### config.mk
export PLATFORM = sky130hd
export DESIGN_NAME = hazard_ctrl
export DESIGN_NICKNAME = d
export VERILOG_FILES = /design/src/rtl/hazard_ctrl_pkg.sv /design/src/rtl/hazard_flush_ctr.sv /design/src/rtl/hazard_ctrl.sv
export SDC_FILE = /design/constraint.sdc
export NUM_CORES = 1
export LEC_CHECK = 0
export ABC_AREA = 1
export CORE_UTILIZATION = 32
export DETAILED_ROUTE_END_ITERATION = 8
export PLACE_DENSITY = 0.88
export SETUP_SLACK_MARGIN = 0.4
export SYNTH_ARGS = -nofsm -noshare
export SYNTH_HDL_FRONTEND = slang
export SYNTH_SLANG_ARGS = --single-unit
export TNS_END_PERCENT = 20
### constraint.sdc
create_clock -name clk -period 1.5 [get_ports clk]
set_input_delay 0.225 -clock clk [delete_from_list [all_inputs] [get_ports clk]]
set_output_delay 0.225 -clock clk [all_outputs]
set_load 0.005 [all_outputs]
### src/rtl/hazard_ctrl_pkg.sv
// Shared hazard-unit definitions: FSM state encoding, flush-length limits and
// the instruction-class constants the hazard rules are phrased in.
package hazard_ctrl_pkg;

    localparam logic [1:0] ST_RUN     = 2'd0;
    localparam logic [1:0] ST_FLUSH   = 2'd1;
    localparam logic [1:0] ST_MEMWAIT = 2'd2;

    localparam int FLUSH_CYC_MIN = 1;
    localparam int FLUSH_CYC_MAX = 7;
    localparam int FLUSH_CNT_W   = 3;

    localparam logic [6:0] OPC_LOAD   = 7'b0000011;
    localparam logic [6:0] OPC_STORE  = 7'b0100011;
    localparam logic [6:0] OPC_BRANCH = 7'b1100011;
    localparam logic [6:0] OPC_JAL    = 7'b1101111;
    localparam logic [6:0] OPC_JALR   = 7'b1100111;

    typedef enum logic [2:0] {
        LD_LB  = 3'b000,
        LD_LH  = 3'b001,
        LD_LW  = 3'b010,
        LD_LBU = 3'b100,
        LD_LHU = 3'b101
    } load_funct3_e;

endpackage

### src/rtl/hazard_flush_ctr.sv
// Pipeline sequencing FSM: branch flush countdown and data-memory wait,
// producing the global stall and the "EX is being flushed" indication.
module hazard_flush_ctr
    import hazard_ctrl_pkg::*;
#(
    parameter int FLUSH_CYC = 2
) (
    input  logic clk,
    input  logic rst,
    input  logic mem_req,
    input  logic mem_ready,
    input  logic ex_jmp_vld,
    output logic stall_all,
    output logic in_flush
);

    localparam logic [FLUSH_CNT_W-1:0] RELOAD = FLUSH_CNT_W'(FLUSH_CYC - 1);
    localparam logic [1:0] ST_AFTER_BRANCH = (FLUSH_CYC == 1) ? ST_RUN : ST_FLUSH;

    if (FLUSH_CYC < FLUSH_CYC_MIN || FLUSH_CYC > FLUSH_CYC_MAX) begin : g_bad_flush_cyc
        $error("hazard_flush_ctr: FLUSH_CYC out of range");
    end

    logic [1:0]             state;
    logic [1:0]             prior;
    logic [1:0]             eff_state;
    logic [FLUSH_CNT_W-1:0] cnt;

    assign stall_all = (mem_req & ~mem_ready) | ((state == ST_MEMWAIT) & ~mem_ready);

    // The release cycle of a memory wait already behaves as the interrupted state,
    // so a flush resumes there and counts it as one of its unstalled cycles.
    assign eff_state = (state == ST_MEMWAIT) ? prior : state;
    assign in_flush  = (eff_state == ST_FLUSH);

    always_ff @(posedge clk or posedge rst) begin
        if (rst) begin
            state <= ST_RUN;
            prior <= ST_RUN;
            cnt   <= '0;
        end else if (stall_all) begin
            if (state != ST_MEMWAIT) begin
                prior <= state;
                state <= ST_MEMWAIT;
            end
        end else if (ex_jmp_vld) begin
            cnt   <= RELOAD;
            state <= ST_AFTER_BRANCH;
        end else if (in_flush) begin
            cnt   <= (cnt == '0) ? '0 : cnt - 1'b1;
            state <= (cnt <= FLUSH_CNT_W'(1)) ? ST_RUN : ST_FLUSH;
        end else begin
            state <= eff_state;
        end
    end

endmodule

### src/rtl/hazard_ctrl.sv
// Pipeline hazard controller: load-use interlock, jump redirect priority,
// branch flush and memory-wait stall, plus a saturating stall-cycle counter.
module hazard_ctrl
    import hazard_ctrl_pkg::*;
#(
    parameter int XLEN      = 32,
    parameter int RAW       = 5,
    parameter int FLUSH_CYC = 2,
    parameter int PERF_W    = 16
) (
    input  logic              clk,
    input  logic              rst,
    input  logic [RAW-1:0]    id_rs1,
    input  logic [RAW-1:0]    id_rs2,
    input  logic              id_rs1_used,
    input  logic              id_rs2_used,
    input  logic [RAW-1:0]    ex_rd,
    input  logic              ex_is_load,
    input  logic              id_jmp_vld,
    input  logic [XLEN-1:0]   id_jmp_addr,
    input  logic              ex_jmp_vld,
    input  logic [XLEN-1:0]   ex_jmp_addr,
    input  logic              mem_req,
    input  logic              mem_ready,
    output logic              hold_if,
    output logic              nop_id,
    output logic              stall_all,
    output logic              jmp_vld_if,
    output logic [XLEN-1:0]   jmp_addr_if,
    output logic              inst_vld_ex,
    output logic [PERF_W-1:0] perf_stall_cnt
);

    logic in_flush;
    logic load_use_hit;
    logic load_use_eff;

    hazard_flush_ctr #(
        .FLUSH_CYC (FLUSH_CYC)
    ) u_flush_ctr (
        .clk        (clk),
        .rst        (rst),
        .mem_req    (mem_req),
        .mem_ready  (mem_ready),
        .ex_jmp_vld (ex_jmp_vld),
        .stall_all  (stall_all),
        .in_flush   (in_flush)
    );

    assign load_use_hit = ex_is_load & (ex_rd != '0) &
                          ((id_rs1_used & (id_rs1 == ex_rd)) |
                           (id_rs2_used & (id_rs2 == ex_rd)));

    // The ID instruction is about to be squashed anyway, so no bubble is needed.
    assign load_use_eff = load_use_hit & ~ex_jmp_vld & ~in_flush;

    assign hold_if     = stall_all | load_use_eff;
    assign nop_id      = ~stall_all & load_use_eff;
    assign jmp_vld_if  = ~stall_all & (ex_jmp_vld | id_jmp_vld);
    assign inst_vld_ex = ~(ex_jmp_vld | in_flush);

    always_comb begin
        jmp_addr_if = '0;
        if (jmp_vld_if) begin
            jmp_addr_if = ex_jmp_vld ? ex_jmp_addr : id_jmp_addr;
        end
    end

    always_ff @(posedge clk or posedge rst) begin
        if (rst) begin
            perf_stall_cnt <= '0;
        end else if (hold_if && (perf_stall_cnt != '1)) begin
            perf_stall_cnt <= perf_stall_cnt + 1'b1;
        end
    end

endmodule

# [Word-level counts from Yosys, hierarchy flattened]
# Cells that the tools add are included.
[op_classes] eq_ne=7 magnitude_cmp=1 reduce_logical=6 bitwise=20 mux=11 n_addsub=2
[ops] op="two-way mux 32 bit" count=2
[ops] op="adder 16 x 1 -> 16 bit (second input constant)" count=1
[ops] op="inequality test 16 bit (second input constant)" count=1
[ops] op="bitwise AND 1 bit" count=10
[ops] op="equality test 5 bit" count=2
[ops] op="two-way mux 2 bit" count=5
[ops] op="two-way mux 3 bit" count=3
[ops] op="NOT 1 bit" count=5
[ops] op="bitwise OR 1 bit" count=5
[ops] op="nonzero test 5 bit" count=1
[ops] op="AND reduction 2 bit" count=2
[ops] op="less-or-equal comparator 3 x 1 -> 1 bit (second input constant)" count=1
[ops] op="zero test 3 bit" count=1
[ops] op="subtractor 3 x 1 -> 3 bit (second input constant)" count=1
[ops] op="equality test 2 x 1 -> 1 bit (second input constant)" count=1
[ops] op="equality test 2 bit (second input constant)" count=1
[ops] op="inequality test 2 x 1 -> 1 bit (second input constant)" count=1
[ops] op="inequality test 2 bit (second input constant)" count=1
[ops] op="nonzero test 2 bit" count=1
[ops] op="logical AND 1 bit" count=1
[ops] op="two-way mux 1 bit" count=1
[totals] in_bits=88 elab_cells=51 output_inout_bits=53 regBits=23

# [Longest topological paths before layout]
# Gate-level depths: netlist of run 1.
[logic_depth] word_depth=8 mapped_depth=12 depth_no_buf=11

# [Hierarchy]
# From an unflattened synthesis of run 1, not the netlist that was laid out.
[unflattened] hier_cells=351 area_unflattened_um2=2313.5
[modules_own_cells] mod="hazard_ctrl" cells_each=297 seq_area_each_um2=400.4 area_per_inst_um2=1884.3 n_inst=1
[modules_own_cells] mod="hazard_flush_ctr" cells_each=54 seq_area_each_um2=175.2 area_per_inst_um2=429.2 n_inst=1

# [Least setup slack after synthesis of run 1]
# Ideal clock, no wire load.
[synth_path] path_type="reg-to-reg" start="register perf_stall_cnt[0]" end="register perf_stall_cnt[7]" setup_ps=117 path_buffers=1 setup_slack_ps=-50 stages_incl_launch_ff=8 arrival_ps=1433 required_ps=1383 path_cell_list="dfrtp_1 -> ha_1 -> nand3_2 -> nor3_4 -> nand3_4 -> buf_2 -> nand3_1 -> nand2_1"
[synth_between] elab_chain_len=2
[synth_rtl] item="start: declaration" line_no="hazard_ctrl.sv:31" source="output logic [PERF_W-1:0] perf_stall_cnt"
[synth_rtl] item="start signal: assignment" line_no="hazard_ctrl.sv:73" source="perf_stall_cnt <= perf_stall_cnt + 1'b1;"
[synth_rtl] item="parallel branches: the longest is 2 deep, another holds adder 16 x 1 -> 16 bit"
# Several ways; the timed one is not identified.
# A chain may end at the register's enable or synchronous reset.

# [Worst setup path in the final report of run 1]
[layout_path] start="register u_flush_ctr.state[0]" end="output port jmp_addr_if[15]"
[layout_between] elab_chain_len=6
[layout_rtl] item="start: declaration" line_no="hazard_flush_ctr.sv:24" source="logic [1:0] state;"
[layout_rtl] item="start signal: assignment" line_no="hazard_flush_ctr.sv:51" source="state <= (cnt <= FLUSH_CNT_W'(1)) ? ST_RUN : ST_FLUSH;"
[layout_rtl] item="start signal: assignment" line_no="hazard_flush_ctr.sv:53" source="state <= eff_state;"
[layout_rtl] item="equality test 2 bit" line_no="hazard_flush_ctr.sv:29" source="assign stall_all = (mem_req & ~mem_ready) | ((state == ST_MEMWAIT) & ~mem_ready);"
[layout_rtl] item="bitwise AND 1 bit" line_no="hazard_flush_ctr.sv:29"
[layout_rtl] item="bitwise OR 1 bit" line_no="hazard_flush_ctr.sv:29"
[layout_rtl] item="NOT 1 bit (no source line)"
[layout_rtl] item="bitwise AND 1 bit" line_no="hazard_ctrl.sv:59" source="assign jmp_vld_if = ~stall_all & (ex_jmp_vld | id_jmp_vld);"
[layout_rtl] item="two-way mux 32 bit" line_no="hazard_ctrl.sv:64" source="if (jmp_vld_if) begin"
[layout_rtl] item="end: declaration" line_no="hazard_ctrl.sv:29" source="output logic [XLEN-1:0] jmp_addr_if,"
# Every way passes these cells.

==> impl_results.md, run 1 <==
- Sink Count: 23
- Period utilisation layout: 1.24
- Full die area: 6730 um2
- Area Overhead vs Synth: 97.5%
- Via density: 4.82
- Clock Tree Buf Depth: 2
- Final wirelength: 8330 um
- Logic pwr share: 0.572
- EDFF count, synth: 0
- P_sw: 1.06 mW
- Site Rows: 28
- Hold Violations, Final: 0
- Clock Power Share: 0.136
- Commonest cells after routing, fill and taps aside: 148 x nand2_1, 86 x clkdlybuf4s50_1, 30 x buf_6
- Critical Path AT: 1630 ps
- Largest net degree at the start of global routing: 33
- GP Congestion: 0.896
- Largest family of logic cells by synthesized area: simple AND/OR/NAND/NOR gates
- Grt ovf: 0
- First-pass GRT wire length: 11800 um
- Fill count: 496
- CP max FO: 5
- Post-synthesis register bit count: 23
- Clk root buf: clkbuf_8
- Peak Freq: 538 MHz
- Final setup margin: -357 ps
- Final setup fails: 54
- Status: complete, but fails checks
- Die height: 82.0 um
- Time the worst path needs with I/O delays and setup: 1860 ps
- P_int: 1.89 mW
- WS Path Type: reg -> out
- PnR Total Power: 2.94 mW
- Seq pwr share: 0.293
- Main area contributors after synthesis: dfrtp_1 28%, nand2_1 28%, a21oi_1 8.3%
- Synth top area share: 0.281
- Layout Nets: 609
- N_diodes: 0
- Core area: 6060 um2
- Largest area contributor in the netlist: dfrtp_1
- Rel. slew slack: 0.773
- Cts bufs inserted: 3
- Simple-gate share of the synthesized area: 0.430
- WHS: 285 ps
- Syn Inst Count: 341
- Clock-pin slew on the worst setup and hold paths: 90 ps
- DRC Markers: 0
- CP required: 1270 ps
- Synth Area in Compound Gates: 0.121
- MaxCap Viol Count: 0
- Pleak: 2.02 nW
- Async set-reset flop share out of synthesis: 1.00
- Routed vias: 2852
- Hold crit path type: in -> async
- XOR/XNOR Fraction of Synth Area: 0.0556
- Seq/Total Area, Yosys: 0.281
- Initial core utilization: 0.338
- CP Capture Type: primary output
- DIE WIDTH: 82.0 um
- Pwr per Cell Area: 727 nW/um2
- Slew Limit Fails: 0
- Synth warn: 0
- Failing checks: negative setup slack
- Worst-Margin Slew: 339 ps
- GRT Total Usage: 0.225
- Vias in the first global route: 2560
- Switching Share: 0.359
- Worst Skew: 2.63 ps
- Initial DRT Pass Iterations: 4
- Worst setup SP type: flip-flop
- Clock Latency Late Sink: 270 ps
- Initial antenna violation count: 0
- Mux cell area share after synthesis: 0
- # port buffers: 140
- Max VDD drop: 411 uV
- Synth cell types: 29
- Post-Syn Area per Cell: 6.01 um2
- Placed wire-length estimate: 6070 um
- H-tree depth: 1
- Post-synthesis cell area: 2050 um2
- Wire per inst: 14.1 um
- Final ANT Viol Nets: 0
- RSZ-0062 raised after global routing: yes
- TNS Setup: -14990 ps
- Number of hold buffers added after CTS: 0
- Top_reg_cell synth: dfrtp_1
- TritonCTS clock tree: built
- Initial DRC Count: 174
- Ratio of cells with drive above 1 in the final layout: 0.271
- Syn nets: 432
- Commonest non-fill, non-tap cell in the layout: nand2_1
- # IOs: 141
- Post-Synth Adder-Cell Area: 0.0183
==> cell usage after synthesis, types with 2 or more instances <==
master and n:
a21oi_1 34, a21oi_2 2, buf_1 3, buf_2 6, clkbuf_1 3, dfrtp_1 23, ha_1 3, inv_1 31
nand2_1 151, nand2_4 2, nand3_1 26, nor2_1 23, nor3_1 4, o21ai_0 4, xnor2_1 3, xor2_1 10
==> sequential cells by signal (all words and copies together), names as in the netlist <==
| name | count |
|---|---|
| perf_stall_cnt | 16 |
| u_flush_ctr.cnt | 3 |
| u_flush_ctr.prior | 2 |
| u_flush_ctr.state | 2 |
==> cell families after synthesis <==
logic type | Yosys count
fa+ha+maj | 3
xor+xnor | 13
flops | 23
buf+inv | 46
simple gates | 211
compound gates | 45
==> final timing paths <==
check	cells after the start	end	from	slack (ps)
min in group clk	2	perf_stall_cnt[13]	perf_stall_cnt[13]	530
hold / removal	3	perf_stall_cnt[8]	rst	290
setup / recovery	9	jmp_addr_if[15]	u_flush_ctr.state[0]	-360
max in group asynchronous	3	u_flush_ctr.state[1]	rst	960
hold reg to reg	2	perf_stall_cnt[13]	perf_stall_cnt[13]	530
setup reg to reg	11	perf_stall_cnt[12]	u_flush_ctr.state[1]	-290
==> metrics by stage <==
stage / area, um2 / worst slack, ps / utilization / std cells
floorplan: 2110 / 34.1 / - / 341
global placement: 3810 / -553 / 0.629 / 576
detailed placement: 3810 / -621 / 0.629 / 576
CTS: 4020 / -374 / 0.664 / 589
global route: 4050 / -451 / 0.668 / 592
finish: 4050 / -357 / 0.668 / 592
==> power by group through the flow <==
stage                     Clock [mW]  Sequential, mW  Combinational (mW)
after global routing           0.435           0.876                1.83
final                          0.400           0.861                1.68
after global placement             0           0.841                1.38
after CTS                      0.401           0.847                1.58
after floorplan                    0           0.869               0.545
after detailed placement           0           0.850                1.42
==> per-layer routing <==
layer,up-vias,wire (um),global-route usage
met5,-,0,0
met4,0,155,0.0825
met3,14,381,0.0156
met2,94,4430,0.420
met1,1318,3360,0.265
li1,1426,-,-
==> final cells by class <==
type | instances | area (um2) | area share
Clock buffer | 3 | 41.3 | 0.0102
Tap cell | 75 | 93.8 | 0.0232
Sequential cell | 23 | 581 | 0.143
Multi-Input combinational cell | 272 | 1420 | 0.351
Timing Repair Buffer | 186 | 1790 | 0.441
Inverter | 32 | 120 | 0.0297
Clock inverter | 1 | 5.00 | 0.00124
==> what timing repair did <==
item | CTS | global route
endpoints found under the hold margin | 0 | 0
resized for setup | 197 | 57
gates cloned | 2 | 2
pin swaps | 4 | 8
setup endpoints to repair | 75 | 74
setup buffers | 7 | 1
==> worst max-delay path, cell delays in order (launching register included) <==
cell and delay, ps:
dfrtp_1 390, inv_2 90, nand2_4 60, a21oi_4 160
inv_2 70, o21ai_4 110, buf_12 170, clkbuf_16 140
a21oi_2 40, buf_2 120
(Power assumes the default switching activity.)
==> inputs of run 2 (changes only) <==
Settings changed: GPL_ROUTABILITY_DRIVEN set to 0, SKIP_LAST_GASP set to 1.
==> run 2 against run 1 <==
Effect of this change: the flow still finishes with violations (negative setup slack); non-clock buffer count stayed put; first-iteration DRC count is 36% lower; sequential share of layout area is 0.24 points higher; via count is 1.5% lower; clock power is 1% lower; combinational power is 7% lower; critical path type unchanged; largest power group unchanged.
==> impl_results.md, run 2 (synthesis gave the netlist of run 1 again) <==
- Clock-pin slew on the worst setup and hold paths: 80 ps
- N_diodes: 0
- Rel. slew slack: 0.771
- Commonest non-fill, non-tap cell in the layout: nand2_1
- Die height: 82.0 um
- Initial DRC Count: 111
- MaxCap Viol Count: 0
- TritonCTS clock tree: built
- Clock Latency Late Sink: 270 ps
- First-pass GRT wire length: 11500 um
- Layout Nets: 609
- Final setup margin: -382 ps
- Commonest cells after routing, fill and taps aside: 149 x nand2_1, 103 x clkdlybuf4s50_1, 34 x buf_4
- Regs by FF count: perf_stall_cnt (16), u_flush_ctr.cnt (3)
- GRT Total Usage: 0.219
- # IOs: 141
- Clk root buf: clkbuf_8
- Failing checks: negative setup slack
- RSZ-0062 raised after global routing: yes
- Ratio of cells with drive above 1 in the final layout: 0.207
- # port buffers: 140
- Cts bufs inserted: 3
- CP required: 1270 ps
- Initial antenna violation count: 0
- Site Rows: 28
- Hold Violations, Final: 0
- Core area: 6060 um2
- Routed vias: 2809
- DIE WIDTH: 82.0 um
- Via density: 4.74
- Initial core utilization: 0.338
- Non-Filler Instances: 592
- Worst Skew: 1.53 ps
- Most flops, register: perf_stall_cnt
- H-tree depth: 1
- Time the worst path needs with I/O delays and setup: 1880 ps
- Period utilisation layout: 1.25
- Placed wire-length estimate: 6070 um
- DRC Markers: 0
- Final wirelength: 8010 um
- Full die area: 6730 um2
- Final setup fails: 63
- Initial DRT Pass Iterations: 5
- Largest net degree at the start of global routing: 33
- Final ANT Viol Nets: 0
- CP max FO: 5
- CP Capture Type: primary output
- Max VDD drop: 400 uV
- Peak Freq: 531 MHz
- Fill count: 513
- Grt ovf: 0
- Critical Path AT: 1660 ps
- Worst-Margin Slew: 341 ps
- Area Overhead vs Synth: 93.3%
- WS Path Type: reg -> out
- Pwr per Cell Area: 707 nW/um2
- Wire per inst: 13.5 um
- Vias in the first global route: 2545
- Clock Tree Buf Depth: 2
- Status: complete, but fails checks
- Dpl cells: 576
- Slew Limit Fails: 0
- Hold crit path type: in -> async
- Pleak: 1.96 nW
- Final core utilization: 0.654
- Worst setup SP type: flip-flop
- Largest register FFs: 16
- Sink Count: 23
## run 2: cell types whose count changed in the layout (fill, tap and decap cells not counted), sizes merged
cell,previous run,this run
dlygate4sd2,2,5
clkdlybuf4s50,86,103
buf,77,55
clkdlybuf4s15,0,2
## run 2: worst paths after layout
| kind | from | end | slack (ps) | cells after the start |
|---|---|---|---|---|
| max in group asynchronous | rst | perf_stall_cnt[0] | 950 | 3 |
| min in group clk | perf_stall_cnt[7] | perf_stall_cnt[7] | 520 | 2 |
| hold reg to reg | perf_stall_cnt[7] | perf_stall_cnt[7] | 520 | 2 |
| setup / recovery | u_flush_ctr.state[0] | stall_all | -380 | 5 |
| hold / removal | rst | perf_stall_cnt[8] | 290 | 3 |
| setup reg to reg | u_flush_ctr.state[1] | perf_stall_cnt[12] | -320 | 11 |
## run 2: final cells by class
class | count | area [um2] | area share
flip-flops and latches | 23 | 578 | 0.146
multi-input cells | 272 | 1380 | 0.347
clock buffers | 3 | 41.3 | 0.0104
inverters | 32 | 123 | 0.0309
well taps | 75 | 93.8 | 0.0237
clock inverters | 1 | 5.00 | 0.00126
repair buffers | 186 | 1750 | 0.440
## run 2: where the power goes
group	internal, mW	switching [mW]
clock network	0.186	0.210
registers	0.730	0.118
logic	0.901	0.659
## run 2: metal layers
layer / share of wire / global-route usage
met4: 0.016 / 0.0737
met3: 0.046 / 0.0122
met2: 0.53 / 0.409
met5: 0 / 0
met1: 0.41 / 0.261
## run 2: what timing repair did
action / 4_1_cts / 5_1_grt
hold buffers: 0 / 0
gates cloned: 2 / 2
resized for setup: 68 / 64
pin swaps: 3 / 3
setup buffers: 7 / 1
setup endpoints to repair: 75 / 76
## run 2: critical path: stages, from the launching register on
cell and delay (ps):
dfrtp_1 410, inv_2 90, nand2_4 60, a21oi_4 160, buf_4 160, clkdlybuf4s50_1 520
## run 2: per-stage QoR
step	setup WS, ps	TNS [ps]	cell area (um2)	hold WS (ps)	total power, mW
6_report	-382	-17540	3960	292	2.80
5_1_grt	-458	-22680	3960	340	3.00
4_1_cts	-409	-18610	3960	300	2.73
3_5_place_dp	-621	-27070	3810	496	2.27
3_3_place_gp	-553	-24990	3810	485	2.22
2_1_floorplan	34.1	0	2110	227	1.41
==> inputs of run 3 (changes only) <==
Settings changed: CAP_MARGIN set to 20, CTS_CLUSTER_SIZE set to 25, GPL_TIMING_DRIVEN set to 1.
==> results of run 3 <==
The final DEF is identical to that of run 2; final timing and power are the same.
